[config.mk]
export PLATFORM = sky130hd
export DESIGN_NAME = fifo_test_ctrl
export DESIGN_NICKNAME = d
export VERILOG_FILES = /design/src/rtl/fifo_test_ctrl.sv
export SDC_FILE = /design/constraint.sdc
export NUM_CORES = 1
export LEC_CHECK = 0
export ABC_AREA = 0
export BUFFER_PORTS_ARGS = -buffer_cell sky130_fd_sc_hd__buf_2
export CELL_PAD_IN_SITES_DETAIL_PLACEMENT = 0
export CELL_PAD_IN_SITES_GLOBAL_PLACEMENT = 1
export CORE_AREA = 8 8 111 113
export CTS_BUF_LIST = sky130_fd_sc_hd__clkbuf_8
export DETAILED_ROUTE_END_ITERATION = 10
export DIE_AREA = 0 0 119 121
export PLACE_DENSITY_LB_ADDON = 0.1
export SYNTH_ARGS = -nofsm -noshare
export SYNTH_HDL_FRONTEND = slang
export SYNTH_SLANG_ARGS = --single-unit
[constraint.sdc]
create_clock -name sys_clk -period 3.2 [get_ports sys_clk]
set_clock_uncertainty 0.15 [all_clocks]
set_input_delay 0.32 -clock sys_clk [delete_from_list [all_inputs] [get_ports sys_clk]]
set_output_delay 0.32 -clock sys_clk [all_outputs]
set_load 0.02 [all_outputs]
[src/rtl/fifo_test_ctrl.sv]
// fifo_test_ctrl: write/read sequencer that exercises a FIFO.
// Each round fills the FIFO with a rolling pattern, drains it, and checks
// every word read back. Pass and error statistics accumulate across rounds.
module fifo_test_ctrl #(
  parameter int DATA_W   = 8,
  parameter int DEPTH    = 256,
  parameter int WAIT_CYC = 10
) (
  input  logic              sys_clk,
  input  logic              sys_rst,
  input  logic              start,
  input  logic              fifo_full,
  input  logic              fifo_empty,
  input  logic [DATA_W-1:0] fifo_dout,
  output logic              fifo_wr_en,
  output logic [DATA_W-1:0] fifo_din,
  output logic              fifo_rd_en,
  output logic              busy,
  output logic              round_done,
  output logic [15:0]       pass_cnt,
  output logic [15:0]       err_cnt,
  output logic              err_flag
);

  // Word counters carry one extra bit so the value DEPTH itself fits.
  localparam int CW = $clog2(DEPTH) + 1;
  localparam int WW = (WAIT_CYC > 1) ? $clog2(WAIT_CYC) : 1;

  localparam logic [CW-1:0] DEPTH_C   = CW'(DEPTH);
  localparam logic [CW-1:0] LAST_C    = CW'(DEPTH - 1);
  localparam logic [WW-1:0] WAIT_LAST = WW'(WAIT_CYC - 1);

  typedef enum logic [2:0] {
    S_IDLE,
    S_WR_WAIT,
    S_WRITE,
    S_RD_WAIT,
    S_READ,
    S_DRAIN
  } state_t;

  state_t            state_q, state_d;
  logic [WW-1:0]     wait_q, wait_d;
  logic [CW-1:0]     wr_cnt_q, wr_cnt_d;
  logic [CW-1:0]     rd_cnt_q, rd_cnt_d;
  logic [CW-1:0]     chk_cnt_q, chk_cnt_d;
  logic [15:0]       round_q, round_d;
  logic [DATA_W-1:0] din_q, din_d;
  logic              rd_vld_q, rd_vld_d;
  logic              round_bad_q, round_bad_d;
  logic              round_done_q, round_done_d;
  logic [15:0]       pass_cnt_q, pass_cnt_d;
  logic [15:0]       err_cnt_q, err_cnt_d;
  logic              err_flag_q, err_flag_d;

  logic              wr_en;
  logic              rd_en;
  logic [DATA_W-1:0] exp_word;

  // Saturating 16-bit increment used by both statistics counters.
  function automatic logic [15:0] sat_inc16(input logic [15:0] v);
    if (v == 16'hFFFF) begin
      return v;
    end
    return v + 16'd1;
  endfunction

  // Enables are decoded from registered state so they drop the moment a flag asserts.
  assign wr_en    = (state_q == S_WRITE) && !fifo_full  && (wr_cnt_q < DEPTH_C);
  assign rd_en    = (state_q == S_READ)  && !fifo_empty && (rd_cnt_q < DEPTH_C);
  assign exp_word = DATA_W'(chk_cnt_q) + DATA_W'(round_q);

  assign fifo_wr_en = wr_en;
  assign fifo_rd_en = rd_en;
  assign fifo_din   = din_q;
  assign busy       = (state_q != S_IDLE);
  assign round_done = round_done_q;
  assign pass_cnt   = pass_cnt_q;
  assign err_cnt    = err_cnt_q;
  assign err_flag   = err_flag_q;

  // Next-state, counter and statistics logic.
  always_comb begin
    state_d      = state_q;
    wait_d       = wait_q;
    wr_cnt_d     = wr_cnt_q;
    rd_cnt_d     = rd_cnt_q;
    chk_cnt_d    = chk_cnt_q;
    round_d      = round_q;
    din_d        = din_q;
    rd_vld_d     = rd_en;
    round_bad_d  = round_bad_q;
    round_done_d = 1'b0;
    pass_cnt_d   = pass_cnt_q;
    err_cnt_d    = err_cnt_q;
    err_flag_d   = err_flag_q;

    // Check stage: read data arrives one cycle after the read enable.
    if (rd_vld_q) begin
      chk_cnt_d = chk_cnt_q + CW'(1);
      if (fifo_dout != exp_word) begin
        err_cnt_d   = sat_inc16(err_cnt_q);
        err_flag_d  = 1'b1;
        round_bad_d = 1'b1;
      end
    end

    // fifo_din always holds the word for the current wr_cnt, so it advances with each accepted write.
    if (wr_en) begin
      wr_cnt_d = wr_cnt_q + CW'(1);
      din_d    = DATA_W'(wr_cnt_q) + DATA_W'(round_q) + DATA_W'(1);
    end

    if (rd_en) begin
      rd_cnt_d = rd_cnt_q + CW'(1);
    end

    unique case (state_q)
      S_IDLE: begin
        wait_d = '0;
        if (start) begin
          state_d = S_WR_WAIT;
        end
      end
      S_WR_WAIT: begin
        if (wait_q == WAIT_LAST) begin
          wait_d  = '0;
          state_d = S_WRITE;
        end else begin
          wait_d = wait_q + WW'(1);
        end
      end
      S_WRITE: begin
        if (wr_en && (wr_cnt_q == LAST_C)) begin
          state_d = S_RD_WAIT;
        end
      end
      S_RD_WAIT: begin
        if (wait_q == WAIT_LAST) begin
          wait_d  = '0;
          state_d = S_READ;
        end else begin
          wait_d = wait_q + WW'(1);
        end
      end
      S_READ: begin
        if (rd_en && (rd_cnt_q == LAST_C)) begin
          state_d = S_DRAIN;
        end
      end
      S_DRAIN: begin
        // The round closes on the same edge as the final check, so its result is included.
        if (chk_cnt_d == DEPTH_C) begin
          round_done_d = 1'b1;
          if (!round_bad_d) begin
            pass_cnt_d = sat_inc16(pass_cnt_q);
          end
          round_d     = round_q + 16'd1;
          wr_cnt_d    = '0;
          rd_cnt_d    = '0;
          chk_cnt_d   = '0;
          round_bad_d = 1'b0;
          din_d       = DATA_W'(round_q + 16'd1);
          state_d     = start ? S_WR_WAIT : S_IDLE;
        end
      end
      default: begin
        state_d = S_IDLE;
      end
    endcase
  end

  // State and counter registers; reset returns everything to an idle, cleared block.
  always_ff @(posedge sys_clk or posedge sys_rst) begin
    if (sys_rst) begin
      state_q      <= S_IDLE;
      wait_q       <= '0;
      wr_cnt_q     <= '0;
      rd_cnt_q     <= '0;
      chk_cnt_q    <= '0;
      round_q      <= '0;
      din_q        <= '0;
      rd_vld_q     <= 1'b0;
      round_bad_q  <= 1'b0;
      round_done_q <= 1'b0;
      pass_cnt_q   <= '0;
      err_cnt_q    <= '0;
      err_flag_q   <= 1'b0;
    end else begin
      state_q      <= state_d;
      wait_q       <= wait_d;
      wr_cnt_q     <= wr_cnt_d;
      rd_cnt_q     <= rd_cnt_d;
      chk_cnt_q    <= chk_cnt_d;
      round_q      <= round_d;
      din_q        <= din_d;
      rd_vld_q     <= rd_vld_d;
      round_bad_q  <= round_bad_d;
      round_done_q <= round_done_d;
      pass_cnt_q   <= pass_cnt_d;
      err_cnt_q    <= err_cnt_d;
      err_flag_q   <= err_flag_d;
    end
  end

endmodule

==> results of run 1 <==
registers in the layout, indices dropped and copies added, names as in the netlist:
name and flops:
round_done 1, fifo_din 8, pass_cnt 16, round_bad_q 1
err_flag 1, state_q 3, round_q 8, rd_cnt_q 9
chk_cnt_q 9, rd_vld_q 1, wait_q 4, wr_cnt_q 9
err_cnt 16
power breakdown:
part | switching [uW] | total, uW | internal [uW]
sequential | 61.4 | 1180 | 1120
combinational | 126 | 222 | 96.1
clock | 397 | 850 | 453
total | 584 | 2260 | 1670
worst max-delay path, cell delays in order, from the launching register on:
cell     delay [ps]
dfrtp_1         440
ha_1            230
fa_1            400
a21oi_1         200
o21ai_0         140
xnor2_1         170
o41ai_4         580
buf_12          220
nand3_2         110
mux2_4          310
what timing repair did:
item                                    4_1_cts  5_1_grt
resized for setup                             0        2
buffers inserted                              0        1
hold buffers                                  1        0
hold endpoints to repair                     43        0
endpoints found under the setup margin        0        6
placed cells by master, fill, tap and decap left out, types with 4 or more instances in the layout:
| master | netlist | layout |
|---|---|---|
| o21ai_0 | 12 | 12 |
| a31oi_1 | 4 | 4 |
| a211oi_1 | 4 | 4 |
| and3_1 | 15 | 15 |
| and4_1 | 7 | 7 |
| a21oi_1 | 19 | 18 |
| or3_1 | 4 | 4 |
| buf_4 | 2 | 10 |
| nand2_1 | 36 | 36 |
| buf_2 | 3 | 57 |
| xnor2_1 | 50 | 50 |
| nand3_1 | 22 | 22 |
| xor2_1 | 39 | 39 |
| inv_1 | 13 | 14 |
| nor2_1 | 37 | 37 |
| mux2_2 | 4 | 4 |
| nand4_1 | 18 | 18 |
| nor3_1 | 14 | 14 |
| dfrtp_1 | 86 | 85 |
| mux2i_1 | 4 | 4 |
| ha_1 | 24 | 24 |
| clkbuf_8 | 0 | 10 |
| nor4_1 | 6 | 6 |
metrics by stage:
stage / hold WS [ps] / utilization [%] / power, uW / cells
after floorplan: 301.0 / - / 1362 / 480
after global placement: 321.7 / 51.11 / 1427 / 674
after detailed placement: 319.8 / 51.11 / 1431 / 674
after CTS: 81.88 / 53.23 / 2284 / 691
after global routing: 117.6 / 53.59 / 2364 / 693
final: 87.05 / 53.61 / 2256 / 694
per-layer routing:
metal,track usage (%),vias up,share of wire (%)
met1,19.98,1805,47
met5,0,-,0
li1,-,1829,-
met4,7.431,0,2.1
met2,25.11,81,46
met3,3.862,14,4.2
kinds of logic after synthesis:
| kind of cell | Yosys count | share of synthesized area, % |
|---|---|---|
| AOI/OAI and AO/OA | 57 | 7.961 |
| xor gates and xnor gates | 89 | 15.84 |
| adders and majority gates | 26 | 6.918 |
| buffers and inverters | 29 | 2.899 |
| DFF | 86 | 43.74 |
| muxes | 9 | 2.034 |
| and+or+nand+nor | 184 | 20.60 |
path summary, 6_finish.rpt:
path	startpoint	end	slack [ps]
min reg2reg	err_flag	err_flag	330
min in group asynchronous	sys_rst	err_flag	460
max	round_q[0]	pass_cnt[1]	140
max in group asynchronous	sys_rst	chk_cnt_q[2]	1740
min	fifo_full	wr_cnt_q[8]	90
max reg2reg	round_q[0]	pass_cnt[1]	140
layout make-up:
class | count | area, sq um
tap | 140 | 175.2
fill | 1004 | 4918
sequential | 86 | 2153
clock buffer | 10 | 137.6
clock inverter | 6 | 77.57
multi-input combinational | 365 | 2629
timing repair buffer | 72 | 455.4
inverter | 14 | 53.80
antenna | 1 | 2.502
==> metrics.md, run 1 <==
| Metric | Value |
|---|---|
| Worst vdd ir | ~0.24 mV |
| Vias/cell | approximately 5.4 |
| Global-route wire length before repair | around 18 mm |
| Inserted Clock Buffers | 9 |
| # IOs | between 50 and 60 |
| Setup TNS | 0 ps |
| Slew headroom | 47.26% |
| Most common cell in the netlist | dfrtp_1 |
| Routed wire length | approximately 11 mm |
| R2r worst-path depth | 9 |
| CTS tree | yes |
| Clock Sinks | 86 |
| H-tree depth | 3 |
| Area leader, netlist | dfrtp_1 |
| PnR worst setup slack | ~140 ps |
| Core area | 10,600 sq um |
| FF+latch count, synth | between 80 and 90 |
| CP required | between 3000 and 4000 ps |
| Worst slew pin tran | approximately 790 ps |
| HPWL after detailed placement | ~7.7 mm |
| Clk buf depth | 2 |
| Fin area | roughly 5700 sq um |
| Row Count | 38 |
| Mapped Cells | 480 |
| Max Clock Freq | roughly 330 MHz |
| Crit path time final | just over 3000 ps |
| Tightest Hold Check Type | in -> reg |
| Final hold violations | 0 |
| First-pass DRT Iterations | 4 |
| Via Count | between 3k and 4k |
| Placed Area | roughly 5400 sq um |
| Post-synth EDFFs | 0 |
| WL/cell | roughly 16 microns |
| Area of the die | approximately 14,000 sq um |
| Gr ovfl total | 0 |
| Leak | about 0.0028 uW |
| Element type at the critical path start | flip-flop |
| Seq/Total Area, Yosys | 43.74% |
| Antenna violations before repair | 0 |
| DRC Markers | 0 |
| Share of cells above drive strength 1 | about a fifth |
| Final #Nets | ~590 |
| Total of warnings raised by yosys | 0 |
| Clk pin slew, worst setup/hold paths | roughly 90 ps |
| Die Wd | roughly 120 microns |
| Worst hold path cell count | 3 |
| Post-Synthesis Net Count | between 500 and 600 |
| Final worst-path cycle share | approximately 96% |
| IO Port Bufs | 57 |
| Total GRT Usage | 15.83% |
| Critical Setup Path Class | reg -> reg |
| DRT antenna net count | 0 |
| PD cells | roughly 400 nW/um^2 |
| Clk root buf | clkbuf_8 |
| Endpoint class of the critical path | flip-flop |
| Die Y | 121 microns |
| CP arrival | ~3200 ps |
| GP Congestion | 0.7986 |
| Layout area overhead | 15.54% |
| Synth async-reset ratio | 100.0% |
| Synth area leaders | dfrtp_1, xnor2_1, xor2_1 |
| RSZ-0062 raised after global routing | no |
| Worst slack at placement | between 150 and 200 ps |
| Synth Area per Inst | roughly 10 sq um |
| Area fraction of the dominant cell type after synthesis | about 44% |
| Largest net degree at the start of global routing | 45 |
| Synth cell count leaders | dfrtp_1, xnor2_1, xor2_1 |
| Post-synth design cell area | ~4900 sq um |
| Vias in the first global route | about 3.8k |
| Synth cell types | 57 |
| Top FF cell, synth | dfrtp_1 |
| Max-cap violation count | 0 |
| Setup violations, final | 0 |
| Slew Limit Fails | 0 |
| Critical-path maximum fanout | 16 |
| Status | finished clean |
| Worst skew pair latency | between 300 and 400 ps |
| Initial Util | between 40% and 50% |
| DRT iter0 DRCs | ~150 |
Note: power is estimated with default switching activity, not from simulation.
==> run 2: changes to the inputs <==
--- a/config.mk
+++ b/config.mk
@@ -13,6 +13,7 @@
 export CTS_BUF_LIST = sky130_fd_sc_hd__clkbuf_8
 export DETAILED_ROUTE_END_ITERATION = 10
 export DIE_AREA = 0 0 119 121
+export GPL_TIMING_DRIVEN = 0
 export PLACE_DENSITY_LB_ADDON = 0.1
 export SYNTH_ARGS = -nofsm -noshare
 export SYNTH_HDL_FRONTEND = slang
==> constraint.sdc (replaced) <==
create_clock -name sys_clk -period 3.2 [get_ports sys_clk]
set_clock_uncertainty 0.15 [all_clocks]
set_input_delay 0.32 -clock sys_clk [delete_from_list [all_inputs] [get_ports sys_clk]]
set_output_delay 0.32 -clock sys_clk [all_outputs]
set_load 0.05 [all_outputs]
==> metrics.md, run 2 (same netlist as run 1, synthesis figures left out) <==
| Metric | Value |
|---|---|
| Row Count | 38 (unchanged) |
| Most frequent cells in the layout | dfrtp_1, buf_2, xnor2_1 |
| Element type at the critical path start | flip-flop |
| WL/cell | 15.18 microns (-4.3%) |
| Slew Limit Fails | 0 (unchanged) |
| Reg2reg start | round_q[2] |
| Max Clock Freq | 327.1 MHz (about the same) |
| Vias in the first global route | 3,771 (-0.48%) |
| Worst skew pair latency | 350 ps (-20 ps) |
| Routed wire length | 10.64 mm (-3.3%) |
| Inserted Clock Buffers | 9 (unchanged) |
| Final #Nets | 595 (+1.4%) |
| Via Count | 3,729 (unchanged) |
| Final hold violations | 0 (unchanged) |
| Met2 WL | 5.118 mm (+0.22%) |
| Clk buf depth | 2 (unchanged) |
| CP required | 3290 ps (-20 ps) |
| Clock Power Share | 33.3% (-4.4 points) |
| Top Metal Used | met5 |
| Most common cell after layout, fill and taps aside | dfrtp_1 |
| Int Pwr | 1566 uW (-6.4%) |
| Endpoint class of the critical path | flip-flop |
| DRT iter0 DRCs | 129 (-13%) |
| Metal-1 WL | 4.951 mm (-4.8%) |
| Clk pin slew, worst setup/hold paths | 80 ps (about the same) |
| Initial Util | 46.40% (unchanged) |
| Worst vdd ir | 0.2273 mV (-6.8%) |
| CP Capture Point | err_cnt[14] |
| IO Port Bufs | 57 (unchanged) |
| Setup slack, reg-to-reg | 140 ps (about the same) |
| Layout area overhead | 15.69% |
| Sw frac | 27.64% (+1.8 points) |
| Status | finished clean |
| Setup violations, final | 0 (unchanged) |
| Gr ovfl total | 0 (unchanged) |
| RSZ-0062 raised after global routing | yes |
| Final worst-path cycle share | 95.55% (about the same) |
| Seq pwr share | 53.5% (+1.0 points) |
| Critical-path maximum fanout | 19 (+3) |
| Max-cap violation count | 0 (unchanged) |
| Worst Setup SP | round_q[2] |
| # diodes | 0 (-1) |
| HPWL after detailed placement | 7.877 mm (+1.8%) |
| Antenna violations before repair | 1 (+1) |
| R2r worst-path depth | 10 (+1) |
| Crit path time final | 3058 ps (-2.842 ps) |
| Total GRT Usage | 15.44% (-0.39 points) |
| First-pass DRT Iterations | 4 (unchanged) |
| DRT antenna net count | 0 (unchanged) |
| # IOs | 58 (unchanged) |
| PD cells | 380.3 nW/um^2 (-4.2%) |
| Critical Setup Path Class | reg -> reg |
| Share of cells above drive strength 1 | 19.79% (+0.80 points) |
| Die Wd | 119 microns (unchanged) |
| CTS tree | yes |
| Die Y | 121 microns (unchanged) |
| Area of the die | 14,400 sq um (unchanged) |
| Comb power frac | 13.2% (+3.4 points) |
| Util after Layout | 53.68% (+0.071 points) |
| Worst slew pin tran | 936.5 ps (+145.4 ps) |
| Reg2reg end | err_cnt[14] |
| Largest net degree at the start of global routing | 71 (+58%) |
| H-tree depth | 3 (unchanged) |
| Net Sw Power | 598.4 uW (+2.5%) |
| Core area | 10,600 sq um (unchanged) |
| Tightest Hold Check Type | in -> reg |
| Slew headroom | 37.05% (-10 points) |
| Final hold slack | 93.57 ps (+6.523 ps) |
| Clk root buf | clkbuf_8 |
| Met3 WL | 407 microns (-13%) |
| Setup TNS | 0 ps (unchanged) |
| GP Congestion | 0.8004 (+0.23%) |
| Leak | 0.002820 uW (-0.41%) |
| CP arrival | 3150 ps (-20 ps) |
| Global-route wire length before repair | 18.37 mm (-0.49%) |
| Clock Sinks | 86 (unchanged) |
| Vias/cell | 5.320 (-1.0%) |
| DRC Markers | 0 (unchanged) |
run 2: cell types whose count changed in the layout (fill, tap and decap cells not counted), moves of 2 or more:
cell / before / now
bufinv_16: 2 / 0
clkbuf_1: 0 / 6
buf_12: 3 / 1
buf_6: 0 / 3
clkbuf_8: 10 / 12
run 2: layout make-up:
cell class	count	area, sq um
plain buffers	13	96.34
clock buffers	12	165.2
clock inverters	4	21.27
fillers	959	4911
inverters	14	55.05
multi-input cells	365	2639
flip-flops and latches	86	2155
well taps	140	175.2
repair buffers	67	385.4
run 2: per-layer routing:
| metal | vias to the layer above | GRT usage (%) |
|---|---|---|
| met5 | - | 0 |
| li1 | 1841 | - |
| met3 | 15 | 3.630 |
| met4 | 2 | 5.692 |
| met1 | 1804 | 18.70 |
| met2 | 67 | 26.27 |
run 2: critical path, cell delays in order (launching register included):
cell,delay (ps)
dfrtp_1,480
ha_1,380
a21oi_1,210
a21oi_1,110
o31ai_1,320
xnor2_1,160
o41ai_4,470
buf_4,200
buf_12,140
nor2_1,60
mux2_2,260
run 2: through the flow:
stage | worst slack [ps] | cell area [sq um] | total power, uW | instances
after floorplan | 265.3 | 4920 | 1391 | 480
after global placement | -651.8 | 5380 | 1457 | 677
after detailed placement | -216.1 | 5410 | 1467 | 678
after CTS | 18.09 | 5624 | 2193 | 696
after global routing | -13.26 | 5692 | 2283 | 701
final | 142.4 | 5692 | 2165 | 701
run 2: worst min path at each step:
stage	start	to	slack (ps)	depth (start not counted)
6_report	fifo_empty	rd_vld_q	90	2
5_1_grt	fifo_empty	rd_vld_q	80	2
4_1_cts	fifo_empty	rd_vld_q	90	2
3_5_place_dp	sys_rst	err_flag	120	2
3_3_place_gp	err_flag	err_flag	300	1
2_1_floorplan	wait_q[3]	wait_q[3]	300	1
run 2: timing repair:
item | 4_1_cts | 5_1_grt
endpoints found under the setup margin | 20 | 34
setup buffers | 2 | 6
pin swaps | 1 | 4
gates resized for setup | 3 | 9
gates cloned | 0 | 0
hold buffers | 1 | 0
hold endpoints to repair | 16 | 0
run 2: power groups by stage:
| stage | logic (uW) | clock network, uW | registers [uW] |
|---|---|---|---|
| after floorplan | 204 | 0 | 1190 |
| after detailed placement | 287 | 0 | 1180 |
| final | 286 | 721 | 1160 |
| after CTS | 289 | 745 | 1160 |
| after global routing | 325 | 794 | 1160 |
| after global placement | 278 | 0 | 1180 |
==> run 3: changes to the inputs <==
--- a/config.mk
+++ b/config.mk
@@ -15,6 +15,7 @@
 export DIE_AREA = 0 0 119 121
 export GPL_TIMING_DRIVEN = 0
 export PLACE_DENSITY_LB_ADDON = 0.1
+export SETUP_SLACK_MARGIN = 0.5
 export SYNTH_ARGS = -nofsm -noshare
 export SYNTH_HDL_FRONTEND = slang
 export SYNTH_SLANG_ARGS = --single-unit
==> metrics.md, run 3 (same netlist as run 1, synthesis figures left out) <==
| Metric | Value |
|---|---|
| Status | finished clean |
| Clk buf depth | 2 (unchanged) |
| Vias/cell | 5.266 (-1.0%) |
| Total GRT Usage | 16.15% (+0.71 points) |
| Worst vdd ir | 0.1998 mV (-12%) |
| Seq pwr share | 52.7% (-0.8 points) |
| # IOs | 58 (unchanged) |
| Worst skew pair latency | 360 ps (about the same) |
| Critical Setup Path Class | reg -> reg |
| Inserted Clock Buffers | 9 (unchanged) |
| Clk pin slew, worst setup/hold paths | 100 ps (+20 ps) |
| Setup TNS | 0 ps (unchanged) |
| CP arrival | 2930 ps (-220 ps) |
| First-pass DRT Iterations | 5 (+1) |
| Max Clock Freq | 352.7 MHz (+7.8%) |
| Clock Power Share | 33.2% (about the same) |
| Slew headroom | 42.20% (+5.2 points) |
| Element type at the critical path start | flip-flop |
| WL/cell | 15.76 microns (+3.8%) |
| Final hold violations | 0 (unchanged) |
| Sequential cell area | 2160 sq um (+0.23%) |
| Die Wd | 119 microns (unchanged) |
| DRT antenna net count | 0 (unchanged) |
| CP required | 3290 ps (about the same) |
| Initial Util | 46.40% (unchanged) |
| Routed wire length | 11.47 mm (+7.8%) |
| Vias in the first global route | 3,856 (+2.3%) |
| # fillers | 949 (-1.0%) |
| DRT iter0 DRCs | 128 (-0.78%) |
| Comb power frac | 14.1% (+0.9 points) |
| Row Count | 38 (unchanged) |
| GP Congestion | 0.7921 (-1.0%) |
| Core area | 10,600 sq um (unchanged) |
| PD cells | 354.0 nW/um^2 (-6.9%) |
| Most common cell after layout, fill and taps aside | dfrtp_1 |
| Final #Nets | 622 (+4.5%) |
| IO Port Bufs | 57 (unchanged) |
| DRC Markers | 0 (unchanged) |
| CTS tree | yes |
| Die Y | 121 microns (unchanged) |
| Fin area | 6210 sq um (+9.1%) |
| Setup violations, final | 0 (unchanged) |
| Layout area overhead | 26.22% |
| Gr ovfl total | 0 (unchanged) |
| Crit path time final | 2835 ps (-222.1 ps) |
| Tightest Hold Check Type | in -> reg |
| Leak | 0.003042 uW (+7.9%) |
| Area of the die | 14,400 sq um (unchanged) |
| Worst slew pin tran | 860.7 ps (-75.76 ps) |
| Largest net degree at the start of global routing | 31 (-56%) |
| Multi-input gate area | 2829 sq um (+7.2%) |
| Critical-path maximum fanout | 6 (-13) |
| Sw frac | 29.71% (+2.1 points) |
| Share of cells above drive strength 1 | 28.91% (+9.1 points) |
| Placed Area | 5463 sq um (+0.97%) |
| Global-route wire length before repair | 19.22 mm (+4.6%) |
| Clock Sinks | 86 (unchanged) |
| Clk root buf | clkbuf_8 |
| Slew Limit Fails | 0 (unchanged) |
| Via Count | 3,834 (+2.8%) |
| Endpoint class of the critical path | flip-flop |
| Antenna violations before repair | 0 (-1) |
| RSZ-0062 raised after global routing | yes |
| Most frequent cells in the layout | dfrtp_1, buf_2, xnor2_1 |
| Net Sw Power | 653.1 uW (+9.2%) |
| H-tree depth | 3 (unchanged) |
| HPWL after detailed placement | 8.075 mm (+2.5%) |
| # diodes | 0 (unchanged) |
| Final worst-path cycle share | 88.61% (-6.9 points) |
| Max-cap violation count | 0 (unchanged) |
| Int Pwr | 1545 uW (-1.4%) |
==> run 3: changes by cell type in the layout (fill, tap and decap cells not counted), sizes merged <==
cell	change
clkinv	-1
inv	+1
clkbuf	-3
buf	+28
clkinvlp	+2
==> run 3: path summary, 6_finish.rpt <==
check	startpoint	endpoint	slack, ps	cells after the start
max	round_q[4]	err_cnt[5]	360	10
min	fifo_full	wr_cnt_q[8]	70	3
max reg2reg	round_q[4]	err_cnt[5]	360	10
min reg2reg	err_flag	err_flag	340	1
max in group asynchronous	sys_rst	round_q[1]	1860	4
min in group asynchronous	sys_rst	err_cnt[11]	450	3
==> run 3: power by group through the flow <==
stage          Sequential, uW  Clock, uW  Combinational [uW]
2_1_floorplan            1190          0                 207
3_3_place_gp             1180          0                 283
3_5_place_dp             1180          0                 291
4_1_cts                  1160        743                 302
5_1_grt                  1160        793                 347
6_report                 1160        730                 309
==> run 3: cell type report <==
| type | instances | share of cell area (%) |
|---|---|---|
| repair buffers | 92 | 10.48 |
| clock buffers | 10 | 2.216 |
| clock inverters | 6 | 0.7254 |
| multi-input cells | 365 | 45.56 |
| flip-flops and latches | 86 | 34.78 |
| plain buffers | 15 | 2.478 |
| well taps | 140 | 2.821 |
| inverters | 14 | 0.9470 |
==> run 3: stage by stage <==
stage / hold WS [ps] / util, % / cells / total power [uW] / worst slack (ps)
floorplan: 301.0 / - / 480 / 1394 / 515.9
global placement: 297.5 / 51.14 / 677 / 1463 / 57.60
detailed placement: 300.2 / 51.52 / 679 / 1472 / 52.48
CTS: 58.71 / 55.51 / 714 / 2203 / 251.3
global route: 74.24 / 58.57 / 728 / 2304 / 259.7
finish: 68.29 / 58.57 / 728 / 2198 / 364.5
==> run 3: timing repair <==
| item | 4_1_cts | 5_1_grt |
|---|---|---|
| pin swaps | 7 | 17 |
| gates cloned | 0 | 3 |
| resized for setup | 26 | 50 |
| buffers inserted | 18 | 11 |
| hold buffers | 1 | 0 |
| endpoints found under the setup margin | 70 | 71 |
| endpoints found under the hold margin | 28 | 0 |
==> run 3: metal layers <==
metal,GRT usage [%],part of all wire (%)
met2,25.25,47
met5,0,0
met4,3.794,0.99
met3,3.583,3.0
met1,22.28,49
==> run 3: critical path, stage by stage (launching register included) <==
cell,delay [ps]
dfrtp_1,480
ha_1,390
a21o_1,200
a21oi_1,130
o21ai_1,90
xnor2_1,240
o41ai_4,120
buf_6,150
buf_6,110
or4_4,520
xnor2_2,150
